## src/rtl/rc4_pkg.sv

```systemverilog
// rc4_pkg: shared RC4 S-memory widths, device indices and arbiter state type
package rc4_pkg;
  localparam int RC4_RAM_WIDTH = 8;
  localparam int RC4_ADDR_WIDTH = 8;
  localparam int DEV_INIT = 0;
  localparam int DEV_KSA = 1;
  localparam int DEV_PRGA = 2;
  typedef enum logic {ARB_IDLE, ARB_OWNED} arb_state_t;
endpackage

```

## src/rtl/s_mem_arbiter_rr_pick.sv

```systemverilog
// rr_pick: first unmasked requester at or after ptr in cyclic order
module rr_pick #(
  parameter int N = 3,
  parameter int PW = 2
) (
  input  logic [N-1:0]  req,
  input  logic [N-1:0]  mask,
  input  logic [PW-1:0] ptr,
  output logic [N-1:0]  pick,
  output logic          found
);
  always_comb begin
    pick = '0;
    found = 1'b0;
    for (int i = 0; i < N; i++)
      if (!found && i >= int'(ptr) && req[i] && !mask[i]) begin
        pick[i] = 1'b1;
        found = 1'b1;
      end
    for (int i = 0; i < N; i++)
      if (!found && i < int'(ptr) && req[i] && !mask[i]) begin
        pick[i] = 1'b1;
        found = 1'b1;
      end
  end
endmodule

```

## src/rtl/s_mem_arbiter.sv

```systemverilog
// s_mem_arbiter: round-robin, grant-locked sharing of the RC4 S-memory with per-device read return
module s_mem_arbiter
  import rc4_pkg::*;
#(
  parameter int RAM_WIDTH = RC4_RAM_WIDTH,
  parameter int ADDR_WIDTH = RC4_ADDR_WIDTH,
  parameter int NUM_DEVICES = 3,
  parameter int READ_LATENCY = 1
) (
  input  logic                              clk,
  input  logic                              reset,
  input  logic [NUM_DEVICES-1:0]            req,
  input  logic [NUM_DEVICES-1:0]            wren,
  input  logic [NUM_DEVICES*ADDR_WIDTH-1:0] dev_addr,
  input  logic [NUM_DEVICES*RAM_WIDTH-1:0]  dev_wdata,
  output logic [NUM_DEVICES-1:0]            grant,
  output logic [NUM_DEVICES-1:0]            rvalid,
  output logic [RAM_WIDTH-1:0]              rdata,
  output logic                              busy,
  output logic                              ram_wren,
  output logic [ADDR_WIDTH-1:0]             ram_addr,
  output logic [RAM_WIDTH-1:0]              ram_data,
  input  logic [RAM_WIDTH-1:0]              ram_q
);
  localparam int PW = NUM_DEVICES > 1 ? $clog2(NUM_DEVICES) : 1;
  arb_state_t state_q, state_d;
  logic [NUM_DEVICES-1:0] grant_q, grant_d, pick, pick_mask, rd_issue;
  logic [PW-1:0] ptr_q, ptr_d, own, nxt_ptr, pick_ptr;
  logic found, owner_req;
  logic [READ_LATENCY-1:0][NUM_DEVICES-1:0] pipe_q, pipe_d;
  always_comb begin
    own = '0;
    for (int i = 0; i < NUM_DEVICES; i++)
      if (grant_q[i]) own = PW'(i);
    nxt_ptr = (int'(own) == NUM_DEVICES - 1) ? '0 : own + 1'b1;
  end
  // only the owner's own req bit decides hold, so unknowns elsewhere cannot leak in
  assign owner_req = |(grant_q & req);
  assign pick_mask = (state_q == ARB_IDLE) ? '0 : grant_q;
  assign pick_ptr = (state_q == ARB_IDLE) ? ptr_q : nxt_ptr;
  rr_pick #(.N(NUM_DEVICES), .PW(PW)) u_pick (
    .req(req),
    .mask(pick_mask),
    .ptr(pick_ptr),
    .pick(pick),
    .found(found)
  );
  always_comb begin
    state_d = state_q;
    grant_d = grant_q;
    ptr_d = ptr_q;
    if (state_q == ARB_IDLE || !owner_req) begin
      state_d = found ? ARB_OWNED : ARB_IDLE;
      grant_d = found ? pick : '0;
      ptr_d = (state_q == ARB_OWNED) ? nxt_ptr : ptr_q;
    end
  end
  always_comb begin
    ram_wren = 1'b0;
    ram_addr = '0;
    ram_data = '0;
    rd_issue = '0;
    for (int i = 0; i < NUM_DEVICES; i++)
      if (grant_q[i] && req[i]) begin
        ram_wren = wren[i];
        ram_addr = dev_addr[i*ADDR_WIDTH +: ADDR_WIDTH];
        ram_data = dev_wdata[i*RAM_WIDTH +: RAM_WIDTH];
        rd_issue[i] = !wren[i];
      end
    pipe_d[0] = rd_issue;
    for (int i = 1; i < READ_LATENCY; i++) pipe_d[i] = pipe_q[i-1];
  end
  always_ff @(posedge clk or negedge reset)
    if (!reset) begin
      state_q <= ARB_IDLE;
      grant_q <= '0;
      ptr_q <= '0;
      pipe_q <= '0;
    end else begin
      state_q <= state_d;
      grant_q <= grant_d;
      ptr_q <= ptr_d;
      pipe_q <= pipe_d;
    end
  assign grant = grant_q;
  assign rvalid = pipe_q[READ_LATENCY-1];
  assign rdata = ram_q;
  assign busy = |grant_q || |pipe_q;
endmodule

```

## config.mk

```make
export PLATFORM = sky130hd
export DESIGN_NAME = s_mem_arbiter
export DESIGN_NICKNAME = d
export VERILOG_FILES = /design/src/rtl/rc4_pkg.sv /design/src/rtl/s_mem_arbiter_rr_pick.sv /design/src/rtl/s_mem_arbiter.sv
export SDC_FILE = /design/constraint.sdc
export NUM_CORES = 1
export LEC_CHECK = 0
export BUFFER_PORTS_ARGS = -buffer_cell sky130_fd_sc_hd__buf_2
export CAP_MARGIN = 20
export CORE_MARGIN = 2
export CORE_UTILIZATION = 32
export CTS_BUF_LIST = sky130_fd_sc_hd__clkbuf_2
export CTS_CLUSTER_DIAMETER = 30
export DETAILED_ROUTE_END_ITERATION = 6
export GPL_ROUTABILITY_DRIVEN = 0
export GPL_TIMING_DRIVEN = 0
export PLACE_DENSITY_LB_ADDON = 0.08
export SYNTH_ARGS = -nofsm -noshare
export SYNTH_HDL_FRONTEND = slang
export SYNTH_SLANG_ARGS = --single-unit
```

## constraint.sdc

```tcl
create_clock -name clk -period 1.6 [get_ports clk]
set_input_delay 0.08 -clock clk [delete_from_list [all_inputs] [get_ports clk]]
set_output_delay 0.08 -clock clk [all_outputs]
set_load 0.1 [all_outputs]
```

==> After elaboration in Yosys (flattened, before gate mapping) <==
Index checks and enable logic that the tools add are counted.
{ "word_totals": {"ff_bits": 9, "word_cells": 81, "inputBits": 64, "out_inout_bits": 32} }
{ "op_classes": {"bitwise": 2, "n_mux": 30, "n_eq_ne": 1, "n_reduce_logical": 37, "add_sub_neg": 1, "order_cmp": 6} }
{ "op_table": {"columns": ["op", "n"], "rows": [
  ["8-bit two-way mux", 6],
  ["1-bit logical AND", 20],
  ["1-bit two-way mux", 19],
  ["1-bit zero test", 12],
  ["3-bit OR reduction", 3],
  ["2-bit two-way mux", 3],
  ["3-bit two-way mux", 2],
  ["1-bit by 2-bit >= comparator with 1-bit output, first input constant", 2],
  ["1-bit by 2-bit < comparator with 1-bit output, first input constant", 2],
  ["3-bit AND", 1],
  ["2-bit by 1-bit adder with 2-bit output, second input constant", 1],
  ["2-bit equality test, second input constant", 1],
  ["2-bit >= comparator, first input constant", 1],
  ["1-bit logical OR", 2],
  ["2-bit < comparator, first input constant", 1],
  ["1-bit inverter", 1]
]} }

==> Logic depth before layout (Yosys ltp) <==
{ "depth": {"word_depth": 35, "depth_mapped": 6, "mapped_depth_nobuf": 4} }

==> Hierarchy <==
A second synthesis with hierarchy kept.
{ "unflattened": {"hier_cells": 141, "hier_area_um2": 957.2} }
{ "by_module_without_submodules": {"columns": ["mod", "n_inst", "area_per_inst_um2", "seq_area_each_um2", "cells_each"], "rows": [
  ["s_mem_arbiter", 1, 848.3, 225.2, 126],
  ["rr_pick", 1, 108.9, 0.0, 15]
]} }

==> Worst setup path after synthesis <==
OpenSTA, ideal clock, no wires.
{ "synth_timing": {"kind": "reg2out", "from": "register grant_q[1] (netlist: grant[1])", "to": "output port ram_addr[0]", "path_buffers": 2, "required_ns": 1.520, "path_stages_with_launch": 7, "path_slack_ns": -2.338, "arrival_time_ns": 3.858, "path_cell_list": "dfrtp_1 -> and2_1 -> buf_4 -> nor2_4 -> buf_2 -> a22oi_1 -> o21ai_0"} }
{ "synth_via": {"elab_chain_cells": 3} }
{ "synth_lines": {"columns": ["item", "line_no", "text"], "rows": [
  ["start: declaration", "s_mem_arbiter.sv:27", "logic [NUM_DEVICES-1:0] grant_q, grant_d, pick, pick_mask, rd_issue;"],
  ["start signal: assignment", "s_mem_arbiter.sv:81", "grant_q <= grant_d;"],
  ["1-bit logical AND", "s_mem_arbiter.sv:64", "if (grant_q[i] && req[i]) begin"],
  ["8-bit two-way mux (2 in series)", "s_mem_arbiter.sv:64", null],
  ["end: declaration", "s_mem_arbiter.sv:21", "output logic [ADDR_WIDTH-1:0] ram_addr,"]
]} }
Every way passes these cells.

==> Final worst setup path <==
{ "layout_timing": {"from": "register grant_q[1] (netlist: grant[1])", "to": "output port ram_data[5]"} }
{ "layout_via": {"elab_chain_cells": 3} }
{ "layout_lines": {"columns": ["item", "line_no", "text"], "rows": [
  ["1-bit logical AND", "s_mem_arbiter.sv:64", null],
  ["8-bit two-way mux (2 in series)", "s_mem_arbiter.sv:64", null],
  ["end: declaration", "s_mem_arbiter.sv:22", "output logic [RAM_WIDTH-1:0] ram_data,"]
]} }
Every way passes these cells.

==> flow_summary.toml <==
[outcome]
status = "finished, violations left"
violations = "setup timing"

[sta]
worst_slew_pin_slew_ps = 487
rsz0062_at_grt = "yes"
fin_worst_skew_ps = 3.61
post-route-period-util_pct = 115
period_minus_slack_ps = 1840
max_slew_margin_pct = 67.8
hold_violations = 0
drv_slew = 0
fin_ws_ps = -238
fmax_mhz = 544
setup_viol = 17

[setup_path]
arrival_ps = 1760
critPathSlowestCell = "dfrtp_4"
worstSetupPathType = "reg -> out"
path_buf_inv = 3
path_delay_family = "buffers and inverters"
critPathCaptureType = "output pin"
start_kind = "flip-flop"
r2r_start = "state_q$_DFFE_PN0P_"
startpoint = "grant[1]$_DFFE_PN0P_"
path_max_fanout = 5
crit_required_ps = 1520
cp_cell_sequence = "and2_4 -> buf_8 -> nor2_4 -> clkbuf_16 -> a22oi_2 -> o21ai_4 -> buf_12"
critPathMaxStageDelay_ps = 480

[finish]
n_antenna_cell = 0
syn2layout_area_growth_pct = 129
drive_above_1_share_pct = 72.5
instances_no_fill = 253
fillCellCount = 191
final_common_cell = "buf_2"
finalNetCount = 287
final_cell_mix = "71 x buf_2, 20 x nand2_1, 18 x buf_12"

[route]
drt-total-wl_um = 3970
viasPerCell = 5.44
wl_per_cell_um = 15.7
drtIter0Drc = 54
route.detailed.drc = 0
dr_total_vias = 1376
final_antenna_net_count = 0
firstDrtPassIters = 4

[clock_tree]
cts_root_buffer = "clkbuf_2"
cts_sinks = 9
ctsLongestPathBuffers = 2
cts_buffers = 3
cts_tree = "yes"
htree_levels = 1
clock_latency_ps = 230
clk_pin_slew_ps = 90

[yosys]
syn_area_per_cell_um2 = 7.46
netlist.area_leader.share_pct = 24.6
synth-async-reset-ratio_pct = 100
syn-instance-count = 123
yosys.area.top_type = "dfrtp_1"
synth.distinct_cells = 35
synth_nets = 187
synth-edff-count = 0
ys_seq_elements = 9
synth.yosys.seq_area_share_pct = 24.6
synthFlopType = "dfrtp_1"
ys_warn_count = 0
synth_area_leaders = "dfrtp_1 25%, a22oi_1 13%, o21ai_0 11%"
syn-cell-area_um2 = 917

[min_path]
worstHoldStart = "wren[2]"
hp-class = "in -> reg"

[global_routing]
grt_pass1_wl_um = 6190
grt.overflow.total = 0
grt_pass1_vias = 1406
antenna_found_initial = 0
grt_max_degree = 11
grt_use_total_pct = 23.6

[place]
dp_hpwl_um = 2650
place_inst = 241
io_buffers = 87

[die]
die_h_um = 57.5
core-area_um2 = 2730
start_util_pct = 33.5
std_cell_rows = 19
fp.dieArea_um2 = 3310
die_w_um = 57.5
io-pin-count = 96

[power_and_ir_drop]
power_mw = 4.47
p_per_area_nw_per_um2 = 2130
peakVddDrop_v = 0.00195
p_leak_nw = 0.931

[flow_run]
cap_violations = 0
==> power by group <==
part	internal (mW)	total, mW	leakage (nW)	switching [mW]
registers	0.317	0.405	0.106	0.0879
logic	1.35	3.93	0.809	2.58
clock network	0.0665	0.138	0.0166	0.0715
total	1.73	4.47	0.931	2.74
==> final cells by class <==
cell class,instances,area [um^2],share of cell area (%)
Multi-Input combinational cell,97,881,42.0
Timing Repair Buffer,96,791,37.7
Sequential cell,9,236,11.3
Buffer,15,126,6.03
Tap cell,31,38.8,1.85
Clock buffer,4,20.0,0.955
Inverter,1,3.75,0.179
==> cell families (layout without fill, tap and decap cells) <==
kind of cell,count (synthesis),in the layout,share of synthesized area [%]
flops,9,9,24.6
simple gates,45,45,24.6
compound gates,50,50,36.6
mux,2,2,2.46
buf+inv,17,116,11.9
==> synthesized netlist by cell type (2+ instances only) <==
| cell type | n |
|---|---|
| nor3_1 | 2 |
| mux2_1 | 2 |
| nor2b_1 | 3 |
| o21ai_0 | 20 |
| and2_1 | 2 |
| nand2b_1 | 3 |
| a31oi_1 | 2 |
| a22oi_1 | 16 |
| nor2_1 | 5 |
| dfrtp_1 | 9 |
| buf_2 | 3 |
| clkbuf_1 | 3 |
| a21oi_1 | 3 |
| nand2_1 | 21 |
| buf_4 | 9 |
==> timing repair <==
item	4_1_cts	5_1_grt
gates resized for setup	79	8
setup endpoints to repair	19	20
cloned	1	0
buffers inserted	7	1
pin swaps	18	8
hold buffers	1	0
endpoints found under the hold margin	9	0
==> metrics by stage <==
step / utilization [%] / hold slack (ps) / area (um^2) / setup slack (ps) / setup TNS [ps]
finish: 76.7 / 28.2 / 2100 / -238 / -3570
global route: 76.7 / 18.2 / 2100 / -303 / -4700
CTS: 76.2 / 4.22 / 2080 / -281 / -4420
detailed placement: 60.8 / -63.0 / 1660 / -324 / -4960
global placement: 60.8 / -68.9 / 1660 / -317 / -4810
floorplan: - / -216 / 1190 / -403 / -6350
==> final timing paths <==
kind                                         to  slack, ps  cells after the start
setup / recovery                    ram_data[5]       -240                      7
hold / removal              rvalid[2]$_DFF_PN0_         30                      2
setup reg to reg           grant[2]$_DFFE_PN0P_         60                      5
hold reg to reg            ptr_q[0]$_DFFE_PN0P_        650                      1
max in group asynchronous  grant[2]$_DFFE_PN0P_       1190                      2
min in group asynchronous  ptr_q[0]$_DFFE_PN0P_        210                      2
==> flip-flops by register name, indices dropped and copies added, names as in the netlist <==
name / count
state_q: 1
ptr_q: 2
rvalid: 3
grant: 3
==> routing by layer <==
metal / wire length, um / vias to the layer above / global-route usage (%)
met3: 341 / 8 / 4.31
met4: 102 / 0 / 6.31
met1: 1440 / 646 / 28.9
li1: - / 643 / -
met2: 2090 / 79 / 42.2
met5: 0 / - / 0
Power figures use the tool's default switching activity.
